### config.mk
export PLATFORM = sky130hd
export DESIGN_NAME = fetch_unit
export DESIGN_NICKNAME = d
export VERILOG_FILES = /design/src/rtl/fetch_pkg.sv /design/src/rtl/fetch_fifo.sv /design/src/rtl/fetch_unit.sv
export SDC_FILE = /design/constraint.sdc
export NUM_CORES = 1
export LEC_CHECK = 0
export ABC_AREA = 1
export CAP_MARGIN = 20
export CORE_AREA = 2 2 140 142
export DETAILED_ROUTE_END_ITERATION = 8
export DIE_AREA = 0 0 142 144
export HOLD_SLACK_MARGIN = 0.05
export PLACE_DENSITY = 0.84
export SYNTH_ARGS = -nofsm -noshare
export SYNTH_HDL_FRONTEND = slang
export SYNTH_SLANG_ARGS = --single-unit
### constraint.sdc
create_clock -name clk_i -period 3.2 [get_ports clk_i]
set_clock_uncertainty 0.05 [all_clocks]
set_input_delay 0.32 -clock clk_i [delete_from_list [all_inputs] [get_ports clk_i]]
set_output_delay 0.32 -clock clk_i [all_outputs]
set_load 0.02 [all_outputs]
### src/rtl/fetch_pkg.sv
`default_nettype none
// =============================================================================
// Module   : fetch_pkg
// Purpose  : Shared constants, opcodes and FSM state type for the fetch stage.
// Revision : 1.0 - initial release
// =============================================================================
package fetch_pkg;

  localparam logic [31:0] NOP_INSTR  = 32'h0000_0013;

  localparam logic [6:0]  OPC_R      = 7'b0110011;
  localparam logic [6:0]  OPC_LOAD   = 7'b0000011;
  localparam logic [6:0]  OPC_STORE  = 7'b0100011;
  localparam logic [6:0]  OPC_BRANCH = 7'b1100011;
  localparam logic [6:0]  OPC_I      = 7'b0010011;
  localparam logic [6:0]  OPC_JALR   = 7'b1100111;
  localparam logic [6:0]  OPC_JAL    = 7'b1101111;
  localparam logic [6:0]  OPC_LUI    = 7'b0110111;

  typedef enum logic [0:0] {
    RUN   = 1'b0,
    DRAIN = 1'b1
  } fetch_state_e;

endpackage : fetch_pkg
`default_nettype wire

### src/rtl/fetch_fifo.sv
`default_nettype none
// =============================================================================
// Module   : fetch_fifo
// Purpose  : Synchronous FIFO of {pc, instr} entries with flush and occupancy.
// Revision : 1.0 - initial release
// =============================================================================
module fetch_fifo
  import fetch_pkg::*;
#(
  parameter int DEPTH = 2,
  parameter int WIDTH = 64,
  parameter int CNT_W = $clog2(DEPTH + 1)
) (
  input  logic             clk_i,
  input  logic             rst_ni,
  input  logic             flush_i,
  input  logic             push_i,
  input  logic [WIDTH-1:0] wdata_i,
  input  logic             pop_i,
  output logic [WIDTH-1:0] rdata_o,
  output logic             empty_o,
  output logic [CNT_W-1:0] count_o
);

  localparam int PTR_W = (DEPTH > 1) ? $clog2(DEPTH) : 1;

  logic [WIDTH-1:0] r_mem [DEPTH];
  logic [PTR_W-1:0] r_rd_ptr;
  logic [PTR_W-1:0] r_wr_ptr;
  logic [CNT_W-1:0] r_count;
  logic             w_do_push;
  logic             w_do_pop;

  function automatic logic [PTR_W-1:0] ptr_inc(input logic [PTR_W-1:0] p);
    return (p == PTR_W'(DEPTH - 1)) ? '0 : p + 1'b1;
  endfunction

  assign empty_o   = (r_count == '0);
  assign w_do_pop  = pop_i && !empty_o;
  // A pop in the same cycle frees the slot, so a full FIFO may still accept.
  assign w_do_push = push_i && ((r_count != CNT_W'(DEPTH)) || w_do_pop);

  always_ff @(posedge clk_i or negedge rst_ni) begin
    if (!rst_ni) begin
      r_rd_ptr <= '0;
      r_wr_ptr <= '0;
      r_count  <= '0;
      for (int i = 0; i < DEPTH; i++) begin
        r_mem[i] <= '0;
      end
    end else if (flush_i) begin
      r_rd_ptr <= '0;
      r_wr_ptr <= '0;
      r_count  <= '0;
    end else begin
      if (w_do_push) begin
        r_mem[r_wr_ptr] <= wdata_i;
        r_wr_ptr        <= ptr_inc(r_wr_ptr);
      end
      if (w_do_pop) begin
        r_rd_ptr <= ptr_inc(r_rd_ptr);
      end
      r_count <= r_count + CNT_W'(w_do_push) - CNT_W'(w_do_pop);
    end
  end

  assign rdata_o = r_mem[r_rd_ptr];
  assign count_o = r_count;

endmodule : fetch_fifo
`default_nettype wire

### src/rtl/fetch_unit.sv
`default_nettype none
// =============================================================================
// Module   : fetch_unit
// Purpose  : Instruction fetch stage: PC, imem req/gnt/rvalid, buffered decode feed.
// Config   : FETCH_MISALIGN_CHK_EN enables sticky misaligned-redirect detection.
// Revision : 1.0 - initial release
// =============================================================================
module fetch_unit
  import fetch_pkg::*;
#(
  parameter int              XLEN       = 32,
  parameter logic [XLEN-1:0] RESET_PC   = '0,
  parameter int              FIFO_DEPTH = 2
) (
  input  logic            clk_i,
  input  logic            rst_ni,
  output logic            imem_req_o,
  output logic [XLEN-1:0] imem_addr_o,
  input  logic            imem_gnt_i,
  input  logic            imem_rvalid_i,
  input  logic [31:0]     imem_rdata_i,
  input  logic            redirect_i,
  input  logic [XLEN-1:0] redirect_pc_i,
  output logic            instr_valid_o,
  input  logic            instr_ready_i,
  output logic [31:0]     instr_o,
  output logic [XLEN-1:0] instr_pc_o,
  output logic [6:0]      opcode_o,
  output logic            misalign_o
);

  localparam int CNT_W = $clog2(FIFO_DEPTH + 1);

  fetch_state_e     r_state;
  fetch_state_e     w_state_next;
  logic [XLEN-1:0]  r_fetch_pc;
  logic [XLEN-1:0]  r_resp_pc;
  logic [CNT_W-1:0] r_outstanding;
  logic [CNT_W-1:0] r_discard;
  logic [CNT_W-1:0] w_out_next;
  logic [CNT_W-1:0] w_discard_next;
  logic [CNT_W:0]   w_inflight;
  logic [CNT_W-1:0] w_fifo_count;
  logic             w_fifo_empty;
  logic [XLEN+31:0] w_fifo_rdata;
  logic [XLEN-1:0]  w_target;
  logic             w_fetch_block;
  logic             w_req;
  logic             w_grant;
  logic             w_push;
  logic             w_pop;

`ifdef FETCH_MISALIGN_CHK_EN
  logic r_misalign;

  assign w_target      = redirect_pc_i;
  assign w_fetch_block = r_misalign;
  assign misalign_o    = r_misalign;

  always_ff @(posedge clk_i or negedge rst_ni) begin
    if (!rst_ni) begin
      r_misalign <= 1'b0;
    end else if (redirect_i) begin
      r_misalign <= |redirect_pc_i[1:0];
    end
  end
`else
  assign w_target      = redirect_pc_i & ~XLEN'(3);
  assign w_fetch_block = 1'b0;
  assign misalign_o    = 1'b0;
`endif

  // Buffer slots are reserved at grant time, so a response always has room.
  assign w_inflight = {1'b0, w_fifo_count} + {1'b0, r_outstanding};
  assign w_req      = rst_ni && (r_state == RUN) && !w_fetch_block &&
                      (w_inflight < (CNT_W + 1)'(FIFO_DEPTH));
  assign w_grant    = w_req && imem_gnt_i;
  assign w_out_next = r_outstanding + CNT_W'(w_grant) - CNT_W'(imem_rvalid_i);
  assign w_push     = imem_rvalid_i && !redirect_i && (r_discard == '0) && !w_fetch_block;
  assign w_pop      = instr_valid_o && instr_ready_i && !redirect_i;

  always_comb begin
    w_state_next   = r_state;
    w_discard_next = r_discard;
    if (redirect_i) begin
      // Everything still in flight after this cycle, including a coincident gnt, is stale.
      w_discard_next = w_out_next;
      w_state_next   = (w_out_next != '0) ? DRAIN : RUN;
    end else begin
      if (imem_rvalid_i && (r_discard != '0)) begin
        w_discard_next = r_discard - 1'b1;
      end
      case (r_state)
        DRAIN:   if (w_discard_next == '0) w_state_next = RUN;
        default: w_state_next = RUN;
      endcase
    end
  end

  always_ff @(posedge clk_i or negedge rst_ni) begin
    if (!rst_ni) begin
      r_state       <= RUN;
      r_fetch_pc    <= RESET_PC;
      r_resp_pc     <= RESET_PC;
      r_outstanding <= '0;
      r_discard     <= '0;
    end else begin
      r_state       <= w_state_next;
      r_outstanding <= w_out_next;
      r_discard     <= w_discard_next;
      if (redirect_i) begin
        r_fetch_pc <= w_target;
        r_resp_pc  <= w_target;
      end else begin
        if (w_grant) r_fetch_pc <= r_fetch_pc + XLEN'(4);
        if (w_push)  r_resp_pc  <= r_resp_pc + XLEN'(4);
      end
    end
  end

  fetch_fifo #(
    .DEPTH (FIFO_DEPTH),
    .WIDTH (XLEN + 32),
    .CNT_W (CNT_W)
  ) u_fifo (
    .clk_i   (clk_i),
    .rst_ni  (rst_ni),
    .flush_i (redirect_i),
    .push_i  (w_push),
    .wdata_i ({r_resp_pc, imem_rdata_i}),
    .pop_i   (w_pop),
    .rdata_o (w_fifo_rdata),
    .empty_o (w_fifo_empty),
    .count_o (w_fifo_count)
  );

  assign imem_req_o    = w_req;
  assign imem_addr_o   = r_fetch_pc;
  assign instr_valid_o = !w_fifo_empty;
  assign instr_o       = instr_valid_o ? w_fifo_rdata[31:0] : NOP_INSTR;
  assign instr_pc_o    = instr_valid_o ? w_fifo_rdata[XLEN+31:32] : '0;
  assign opcode_o      = instr_o[6:0];

endmodule : fetch_unit
`default_nettype wire

==> flow_summary_export.csv, run 1 <==
group,metric,value,unit
timing,post-route-worst-setup-slack,0.353,ns
floorplanning,die-area,20400,um2
synth,netlist_area,10100,um2
routing,routed_wl,27000,um
routing,drt_iter0_markers,836,
synth,synth-simple-area-share,0.254,
grt,use_met2,0.448,
placement,port_buffers,168,
timing,timing.setup.tns,0,ns
floorplanning,io_pins,176,
floorplanning,rows,51,
timing,fmax,351,MHz
synth,ys_ff_latch,193,
synth,yosysUniqueCellTypes,36,
clocking,cts_tree,"yes",
cells_and_area,final_area,12500,um2
synth,ys_seq_area_frac,0.479,
routing,drc,0,
critical_path,crit_type,"reg -> out",
critical_path,setup.worst_path.start_class,"flop",
grt,antenna_found_initial,0,
synth,synth_area_leaders,"dfrtp_1, nand2_1, o21ai_0",
synth,synth_top_family_by_area,"simple AND/OR/NAND/NOR gates",
timing,slew_viol_final,0,
timing,finalCritPeriodShare,0.890,
worst_hold_path,min_path_type,"in -> async",
cells_and_area,area_growth,23.8,%
grt,grt_overflow,0,
cells_and_area,antenna_cells,0,
power_and_ir_drop,p_total,9.23,mW
synth,yosys.area_share.adder,0.0107,
cells_and_area,finalNetCount,1564,
critical_path,cp.arrival,2.48,ns
synth,synth.largest_area_cell,"dfrtp_1",
clocking,clock_sinks,193,
routing,vias,9463,
timing,finalSetupViolations,0,
synth,synthCells,1349,
timing,maxSlewHeadroom,0.306,
critical_path,cp-end-kind,"primary output",
clocking,numCtsBuffers,17,
grt,grt_use_met3,0.0450,
routing,wl_per_cell,15.5,um
timing,worst_pin_slew,1.04,ns
floorplanning,initial_core_util,0.528,
synth,avgSynthCellArea,7.47,um2
synth,synthXorXnorAreaFrac,0.0200,
critical_path,ff2ff_setup_slack,0.43,ns
flow_run,max_cap_violations,0,
routing,drtPass1Iterations,5,
clocking,cts_resized,0,
grt,grt_max_degree,192,
floorplanning,fp.coreArea,19100,um2
placement,gp_congestion,0.963,
power_and_ir_drop,p_leak,5.78,nW
critical_path,crit_fanout,32,
critical_path,worstPathRequired,2.83,ns
cells_and_area,fill_cells,1605,
routing,viasPerCell,5.45,
grt,grt_pass1_vias,9066,
routing,final_antenna_net_count,0,
clocking,cts.path.max_buffers,2,
synth,synth-warning-count,0,
clocking,clockRootBuffer,"clkbuf_16",
grt,busiest_layer,"met2",
synth,synth_mux_area_frac,0,
floorplanning,die_w,142,um
grt,grt_pass1_wl,44300,um
cells_and_area,drive_gt1_frac,0.0434,
clocking,clk_latency,0.44,ns
grt,use_met1,0.374,
synth,synth-compound-area-share,0.142,
timing,fin_crit,2.85,ns
timing,hold_viol,0,
clocking,h-tree-depth,4,
timing,rsz0062_at_grt,"no",
placement,place_ws,0.335,ns
run_status,status,"complete, no violations",
placement,place_area,11900,um2
placement,dp_hpwl,18700,um
grt,track_usage,0.273,
clocking,path_clk_slew,0.07,ns
power_and_ir_drop,ir_drop,0.000435,V
synth,synth_top_area_share,0.479,
floorplanning,die_height,144,um
power_and_ir_drop,powerDensity,740,nW/um2
per-layer routing:
metal	wire [um]	share of wire
met1	11500	0.42
met2	12700	0.47
met3	2250	0.083
met4	602	0.022
met5	0	0
critical path, cell delays in order, from the launching register on:
cell	delay, ns
dfrtp_2	0.50
inv_2	0.36
buf_12	0.25
nand2_1	0.08
a21oi_1	0.21
clkdlybuf4s50_1	0.64
cell usage in the layout (no fill, tap or decap), drive strengths merged, types with 19 or more instances in the layout:
cell / count
a21oi: 73
o21ai: 162
nor2: 78
buf: 19
nand3: 66
dfrtp: 193
clkdlybuf4s50: 167
inv: 148
nand2: 466
path summary, 6_finish.rpt:
path	depth (start not counted)	start	to
setup / recovery	5	u_fifo.r_rd_ptr$_DFFE_PN0P_	instr_pc_o[21]
setup reg to reg	9	u_fifo.count_o[0]$_DFF_PN0_	imem_addr_o[6]$_DFFE_PN0P_
hold / removal	2	rst_ni	u_fifo.r_mem[25]$_DFFE_PN0P_
hold reg to reg	2	u_fifo.r_mem[19]$_DFFE_PN0P_	u_fifo.r_mem[19]$_DFFE_PN0P_
max in group asynchronous	3	rst_ni	r_resp_pc[28]$_DFFE_PN0N_
min in group clk_i	3	imem_rdata_i[5]	u_fifo.r_mem[69]$_DFFE_PN0P_
cells by family after synthesis:
family                   Yosys count
AO/OA/AOI/OAI                    266
XOR/XNOR                          23
adder cells (fa/ha/maj)            8
buffers and inverters            217
flip-flops                       193
other                              1
AND/OR/NAND/NOR                  641
synth_stat cells:
cell type,count
a21oi_1,73
a31oi_1,3
and3_1,1
buf_1,2
buf_2,14
buf_4,13
buf_6,8
clkbuf_1,35
clkbuf_2,1
clkinv_1,2
conb_1,1
dfrtp_1,193
fa_1,1
ha_1,7
inv_1,140
inv_2,2
nand2_1,465
nand2_2,1
nand3_1,66
nand4_1,11
nor2_1,76
nor2_2,1
nor2_4,1
nor3_1,16
nor3_2,1
o211ai_1,13
o211ai_2,1
o21ai_0,112
o21ai_1,47
o21ai_2,3
o21bai_1,8
o221ai_1,6
or2_1,1
or2_2,1
xnor2_1,6
xor2_1,17
layout make-up:
| class | count | area [um2] | area share |
|---|---|---|---|
| multi-input cells | 943 | 4330 | 0.348 |
| inverters | 144 | 541 | 0.0433 |
| clock inverters | 15 | 153 | 0.0122 |
| repair buffers | 187 | 1890 | 0.152 |
| clock buffers | 17 | 425 | 0.0341 |
| flip-flops and latches | 193 | 4830 | 0.387 |
| well taps | 238 | 298 | 0.0239 |
registers in the layout, indices dropped and copies added, names as in the netlist:
| signal | count |
|---|---|
| u_fifo.r_mem | 124 |
| imem_addr_o | 30 |
| r_resp_pc | 30 |
| r_discard | 2 |
| r_outstanding | 2 |
| u_fifo.count_o | 2 |
| r_state | 1 |
| u_fifo.r_rd_ptr | 1 |
| u_fifo.r_wr_ptr | 1 |
metrics by stage:
| stage | hold slack [ns] | std cells | utilization |
|---|---|---|---|
| 2_1_floorplan | -0.0256 | 1353 | - |
| 3_3_place_gp | 0.0627 | 1704 | 0.623 |
| 3_5_place_dp | 0.0638 | 1704 | 0.623 |
| 4_1_cts | 0.165 | 1737 | 0.654 |
| 5_1_grt | 0.178 | 1737 | 0.654 |
| 6_report | 0.179 | 1737 | 0.654 |
repair_timing:
item                                   CTS  global route
hold buffers                             1             0
buffers inserted                         0             0
endpoints found under the hold margin    2             0
power by group:
group / switching, mW / internal, mW / leakage (nW)
combinational: 1.91 / 1.30 / 3.07
sequential: 0.604 / 3.32 / 2.44
clock: 0.998 / 1.10 / 0.276
(Power assumes the default switching activity.)
==> run 2, diff against run 1 <==
--- a/config.mk
+++ b/config.mk
@@ -5,13 +5,13 @@
 export SDC_FILE = /design/constraint.sdc
 export NUM_CORES = 1
 export LEC_CHECK = 0
-export ABC_AREA = 1
 export CAP_MARGIN = 20
-export CORE_AREA = 2 2 140 142
+export CORE_AREA = 2 2 139 141
 export DETAILED_ROUTE_END_ITERATION = 8
-export DIE_AREA = 0 0 142 144
+export DIE_AREA = 0 0 141 143
+export GPL_TIMING_DRIVEN = 1
 export HOLD_SLACK_MARGIN = 0.05
-export PLACE_DENSITY = 0.84
+export PLACE_DENSITY = 0.83
 export SYNTH_ARGS = -nofsm -noshare
 export SYNTH_HDL_FRONTEND = slang
 export SYNTH_SLANG_ARGS = --single-unit
==> flow_summary_export.csv, run 2 <==
group,metric,value,unit
run_status,status,"complete, no violations",
synth,avgSynthCellArea,11.5,um2
routing,drt-met1-wl,9820,um
power_and_ir_drop,clkPwrFrac,0.247,
routing,vias,7270,
power_and_ir_drop,internal-power,5.87,mW
floorplanning,die_height,143,um
routing,routed_wl,22700,um
floorplanning,initial_core_util,0.522,
power_and_ir_drop,pwr-share-seq,0.438,
power_and_ir_drop,p_leak,4.90,nW
critical_path,path_buf_inv,2,
power_and_ir_drop,ir_drop,0.000495,V
power_and_ir_drop,p_total,8.56,mW
power_and_ir_drop,swShare,0.313,
placement,placed_cells,1202,
clocking,cts.path.max_buffers,2,
timing,finalCritPeriodShare,0.957,
timing,slew_viol_final,0,
floorplanning,io_pins,176,
cells_and_area,largest_reg_flops,124,
synth,synth_most_common_cell,"dfrtp_1",
critical_path,cp-end-kind,"primary output",
routing,wl_met3,960,um
synth,synth_top_area_share,0.498,
critical_path,worstPathRequired,2.83,ns
critical_path,cp_slowest_cell,"clkdlybuf4s50_1",
cells_and_area,layout_common_cells,"dfrtp_1, clkdlybuf4s50_1, mux2_2",
synth,ys_ff_latch,193,
routing,drtPass1Iterations,5,
floorplanning,rows,50,
critical_path,crit_chain,"and2_1 > fa_1 > or4b_4 > clkinv_8 > clkdlybuf4s50_1",
critical_path,crit_fanout,10,
grt,grt_pass1_wl,37100,um
critical_path,ff2ff_setup_slack,0.15,ns
routing,wl_per_cell,18.4,um
critical_path,setup.worst_path.start_class,"flop",
clocking,clockRootBuffer,"clkbuf_16",
timing,post-route-worst-setup-slack,0.136,ns
routing,drc,0,
placement,place_area,11600,um2
timing,fmax,326,MHz
synth,synth-main-ff-cell,"dfrtp_1",
power_and_ir_drop,switching_power,2.68,mW
clocking,cts_tree,"yes",
synth,postSynth.asyncResetShare,1.00,
grt,grt_overflow,0,
cells_and_area,final_util,0.655,
timing,maxSlewHeadroom,0.307,
floorplanning,fp.coreArea,18600,um2
cells_and_area,finalNetCount,1065,
routing,viasPerCell,5.90,
routing,dr_wl_met2,11500,um
routing,maxUsedRoutingLayer,"met4",
timing,timing.setup.tns,0,ns
placement,gp_congestion,0.834,
routing,drt_iter0_markers,509,
synth,synth.top_cells.by_count,"dfrtp_1, mux2_2, nor2_1, mux2i_1, clkbuf_1",
critical_path,path_depth,5,
synth,ys_seq_area_frac,0.498,
synth,yosysUniqueCellTypes,48,
timing,worst_pin_slew,1.04,ns
grt,grt_max_degree,194,
synth,synth-warning-count,0,
worst_hold_path,min_path_type,"in -> async",
synth,synth_enable_flop_cells,0,
timing,rsz0062_at_grt,"yes",
power_and_ir_drop,p_comb_frac,0.315,
cells_and_area,stdcell_count,1233,
clocking,numCtsBuffers,17,
routing,final_antenna_net_count,0,
critical_path,crit_type,"reg -> out",
placement,place_ws,0.0536,ns
timing,hold_viol,0,
synth,synth_area_leaders,"dfrtp_1, mux2_2, mux2i_1",
placement,port_buffers,168,
clocking,cts_post_setup_buffers_inserted,0,
clocking,path_clk_slew,0.07,ns
cells_and_area,final_area,12200,um2
critical_path,critical_path.top_delay_family,"simple AND/OR/NAND/NOR gates",
grt,antenna_found_initial,0,
timing,fin_crit,3.06,ns
synth,synthCells,844,
floorplanning,die-area,20200,um2
cells_and_area,drive_gt1_frac,0.198,
flow_run,max_cap_violations,0,
cells_and_area,layout_commonest_cell,"dfrtp_1",
grt,grt_pass1_vias,7298,
clocking,clk_latency,0.43,ns
synth,synth.largest_area_cell,"dfrtp_1",
clocking,h-tree-depth,4,
cells_and_area,area_growth,25.7,%
timing,hold_ws,0.0372,ns
placement,dp_hpwl,15300,um
cells_and_area,top_register,"u_fifo.r_mem",
critical_path,rr_worst_depth,12,
power_and_ir_drop,powerDensity,703,nW/um2
floorplanning,die_w,141,um
critical_path,slowest_delay,0.60,ns
cells_and_area,antenna_cells,0,
timing,finalSetupViolations,0,
clocking,clock_sinks,193,
grt,track_usage,0.230,
cells_and_area,fill_cells,1420,
clocking,cts_hold_buf,0,
critical_path,cp.arrival,2.69,ns
synth,netlist_area,9690,um2
run 2: final cells by class:
type | count | area, um2 | share of cell area
Multi-Input combinational cell | 577 | 4520 | 0.371
Clock buffer | 22 | 474 | 0.0389
Sequential cell | 193 | 4830 | 0.397
Timing Repair Buffer | 185 | 1890 | 0.155
Clock inverter | 9 | 106 | 0.00873
Tap cell | 234 | 293 | 0.0240
Inverter | 13 | 61.3 | 0.00503
run 2: power groups by stage:
stage / clock [mW] / sequential (mW) / combinational (mW)
2_1_floorplan: 0 / 3.64 / 1.83
3_3_place_gp: 0 / 3.74 / 2.62
3_5_place_dp: 0 / 3.79 / 2.70
4_1_cts: 2.15 / 3.75 / 2.71
5_1_grt: 2.25 / 3.86 / 2.93
6_report: 2.11 / 3.75 / 2.69
run 2: path summary, 6_finish.rpt:
path / to / start
max: imem_req_o / r_outstanding[0]$_DFF_PN0_
min: imem_addr_o[8]$_DFFE_PN0P_ / rst_ni
max reg2reg: r_state$_DFF_PN0_ / r_outstanding[0]$_DFF_PN0_
min reg2reg: u_fifo.r_mem[17]$_DFFE_PN0P_ / u_fifo.r_mem[17]$_DFFE_PN0P_
max in group asynchronous: u_fifo.r_rd_ptr$_DFFE_PN0P_ / rst_ni
min in group clk_i: r_resp_pc[8]$_DFFE_PN0N_ / redirect_pc_i[8]
run 2: cell families (layout without fill, tap and decap cells):
logic type,Yosys count,after routing,synth area share
adders and majority gates,8,8,0.0111
DFF,193,193,0.498
AOI/OAI and AO/OA,81,81,0.0573
and+or+nand+nor,249,249,0.137
other,1,5,0.000387
buffers and inverters,78,229,0.0389
muxes,207,207,0.232
xor gates and xnor gates,27,27,0.0244
run 2: timing repair:
item | in CTS | in global routing
endpoints found under the hold margin | 0 | 0
endpoints found under the setup margin | 0 | 3
gates resized for setup | 0 | 2
run 2: metal layers:
| layer | track usage | vias up |
|---|---|---|
| met5 | 0 | - |
| met4 | 0.0653 | 0 |
| met1 | 0.296 | 3674 |
| li1 | - | 3351 |
| met2 | 0.397 | 210 |
| met3 | 0.0459 | 35 |
run 2: worst reg2reg max path: cells and delay by family, from the launching register on:
kind / cells / cell delay [ns]
flip-flops: 1 / 0.38
XOR/XNOR: 2 / 0.40
AND/OR/NAND/NOR: 3 / 0.85
buffers and inverters: 2 / 0.13
adder cells (fa/ha/maj): 3 / 0.94
AO/OA/AOI/OAI: 2 / 0.21
==> run 3, diff against run 2 <==
--- a/config.mk
+++ b/config.mk
@@ -6,12 +6,14 @@
 export NUM_CORES = 1
 export LEC_CHECK = 0
 export CAP_MARGIN = 20
-export CORE_AREA = 2 2 139 141
+export CORE_AREA = 2 2 143 145
+export CTS_BUF_LIST = sky130_fd_sc_hd__clkbuf_16
 export DETAILED_ROUTE_END_ITERATION = 8
-export DIE_AREA = 0 0 141 143
+export DIE_AREA = 0 0 145 147
 export GPL_TIMING_DRIVEN = 1
 export HOLD_SLACK_MARGIN = 0.05
-export PLACE_DENSITY = 0.83
+export PLACE_DENSITY = 0.79
+export SLEW_MARGIN = 10
 export SYNTH_ARGS = -nofsm -noshare
 export SYNTH_HDL_FRONTEND = slang
 export SYNTH_SLANG_ARGS = --single-unit
==> flow_summary_export.csv, run 3 (synthesis results as in run 2) <==
group,metric,value,unit
cells_and_area,largest_reg_flops,124,
routing,vias,7233,
cells_and_area,layout_commonest_cell,"dfrtp_1",
critical_path,setup.worst_path.start_class,"flop",
critical_path,rr_worst_depth,12,
routing,drt-met1-wl,10100,um
cells_and_area,fill_cells,1599,
routing,drt_iter0_markers,441,
timing,finalCritPeriodShare,0.949,
power_and_ir_drop,p_total,8.37,mW
floorplanning,die_height,147,um
clocking,path_clk_slew,0.06,ns
routing,wl_met3,955,um
power_and_ir_drop,swShare,0.317,
routing,routed_wl,22700,um
timing,fmax,329,MHz
placement,port_buffers,168,
grt,grt_overflow,0,
power_and_ir_drop,clkPwrFrac,0.231,
routing,viasPerCell,5.68,
grt,grt_pass1_vias,7078,
critical_path,cp-end-kind,"flop",
placement,dp_hpwl,15800,um
power_and_ir_drop,pwr-share-seq,0.443,
power_and_ir_drop,powerDensity,687,nW/um2
floorplanning,initial_core_util,0.488,
routing,drc,0,
clocking,cts_tree,"yes",
cells_and_area,top_register,"u_fifo.r_mem",
run_status,status,"complete, no violations",
cells_and_area,antenna_cells,0,
timing,rsz0062_at_grt,"no",
routing,final_antenna_net_count,0,
power_and_ir_drop,p_leak,4.90,nW
placement,place_area,11600,um2
power_and_ir_drop,switching_power,2.65,mW
grt,grt_pass1_wl,36800,um
timing,maxSlewHeadroom,0.364,
cells_and_area,drive_gt1_frac,0.200,
cells_and_area,finalNetCount,1070,
critical_path,worstReg2RegStart,"r_outstanding[0]$_DFF_PN0_",
clocking,clockRootBuffer,"clkbuf_16",
timing,slew_viol_final,0,
power_and_ir_drop,ir_drop,0.000449,V
cells_and_area,layout_common_cells,"dfrtp_1, clkdlybuf4s50_1, mux2_2",
clocking,numCtsBuffers,17,
timing,hold_viol,0,
worst_hold_path,min_path_type,"in -> async",
critical_path,r2r-end,"r_state$_DFF_PN0_",
grt,track_usage,0.214,
routing,dr_wl_met2,11200,um
floorplanning,rows,52,
cells_and_area,area_growth,25.7,%
cells_and_area,final_util,0.614,
critical_path,cp.arrival,3.28,ns
timing,timing.setup.tns,0,ns
critical_path,crit_fanout,3,
floorplanning,io_pins,176,
clocking,cts_hold_buf,0,
clocking,h-tree-depth,4,
power_and_ir_drop,p_comb_frac,0.325,
routing,maxUsedRoutingLayer,"met4",
cells_and_area,final_area,12200,um2
timing,fin_crit,3.04,ns
critical_path,ff2ff_setup_slack,0.16,ns
grt,grt_max_degree,76,
timing,finalSetupViolations,0,
flow_run,max_cap_violations,0,
floorplanning,die_w,145,um
critical_path,crit_type,"reg -> reg",
placement,gp_congestion,0.881,
clocking,clock_sinks,193,
power_and_ir_drop,internal-power,5.72,mW
floorplanning,fp.coreArea,19800,um2
critical_path,worstPathRequired,3.44,ns
clocking,cts.path.max_buffers,2,
routing,drtPass1Iterations,5,
grt,antenna_found_initial,0,
floorplanning,die-area,21300,um2
timing,worst_pin_slew,0.953,ns
clocking,clk_latency,0.42,ns
routing,wl_per_cell,17.8,um
-- run 3: cell count changes in the layout (fill, tap and decap cells not counted), sizes merged --
cell / change
clkinv: +5
clkdlybuf4s50: -1
dlygate4sd2: +1
clkbuf: -5
buf: +5
inv: +1
bufinv: -1
clkinvlp: -1
-- run 3: stage by stage --
step                      worst slack, ns  hold WS, ns  instances
after floorplan                     0.238      -0.0256        848
after global placement              0.159        0.437       1243
after detailed placement            0.105        0.445       1243
after CTS                           0.162       0.0652       1273
after global routing               0.0203       0.0914       1273
final                               0.162       0.0442       1273
-- run 3: final cells by class --
type	instances	area, um2	share of cell area
timing repair buffer	190	1900	0.156
clock inverter	13	98.8	0.00812
tap	270	338	0.0277
inverter	13	61.3	0.00503
sequential	193	4830	0.397
clock buffer	17	425	0.0349
multi-input combinational	577	4520	0.371
-- run 3: how the worst max path moves through the flow --
stage / depth (start not counted) / startpoint / end / slack [ns]
3_5_place_dp: 12 / r_outstanding[0]$_DFF_PN0_ / r_state$_DFF_PN0_ / 0.10
2_1_floorplan: 13 / u_fifo.count_o[0]$_DFF_PN0_ / r_state$_DFF_PN0_ / 0.24
4_1_cts: 12 / r_outstanding[0]$_DFF_PN0_ / r_state$_DFF_PN0_ / 0.16
6_report: 12 / r_outstanding[0]$_DFF_PN0_ / r_state$_DFF_PN0_ / 0.16
5_1_grt: 12 / r_outstanding[0]$_DFF_PN0_ / r_state$_DFF_PN0_ / 0.02
3_3_place_gp: 12 / r_outstanding[0]$_DFF_PN0_ / r_state$_DFF_PN0_ / 0.16
-- run 3: what timing repair did --
action,in CTS,in global routing
buffers inserted,0,0
resized for setup,2,0
setup endpoints to repair,1,0
hold endpoints to repair,0,0
-- run 3: critical path, stage by stage, from the launching register on --
cell,delay [ns]
dfrtp_1,0.38
and2_1,0.17
fa_1,0.45
or4b_4,0.58
clkinv_8,0.06
nand2_1,0.08
ha_1,0.31
inv_1,0.04
ha_1,0.19
xnor2_1,0.20
xnor2_1,0.14
o21ai_0,0.15
o21ai_0,0.10
-- run 3: power groups by stage --
stage	registers, mW	logic [mW]	clock network, mW
floorplan	3.64	1.83	0
global placement	3.70	2.67	0
detailed placement	3.75	2.73	0
CTS	3.71	2.75	1.98
global route	3.82	2.95	2.09
finish	3.71	2.72	1.94
-- run 3: per-layer routing --
| layer | vias to the layer above | track usage |
|---|---|---|
| li1 | 3367 | - |
| met2 | 226 | 0.357 |
| met3 | 39 | 0.0323 |
| met4 | 0 | 0.0708 |
| met5 | - | 0 |
| met1 | 3601 | 0.289 |
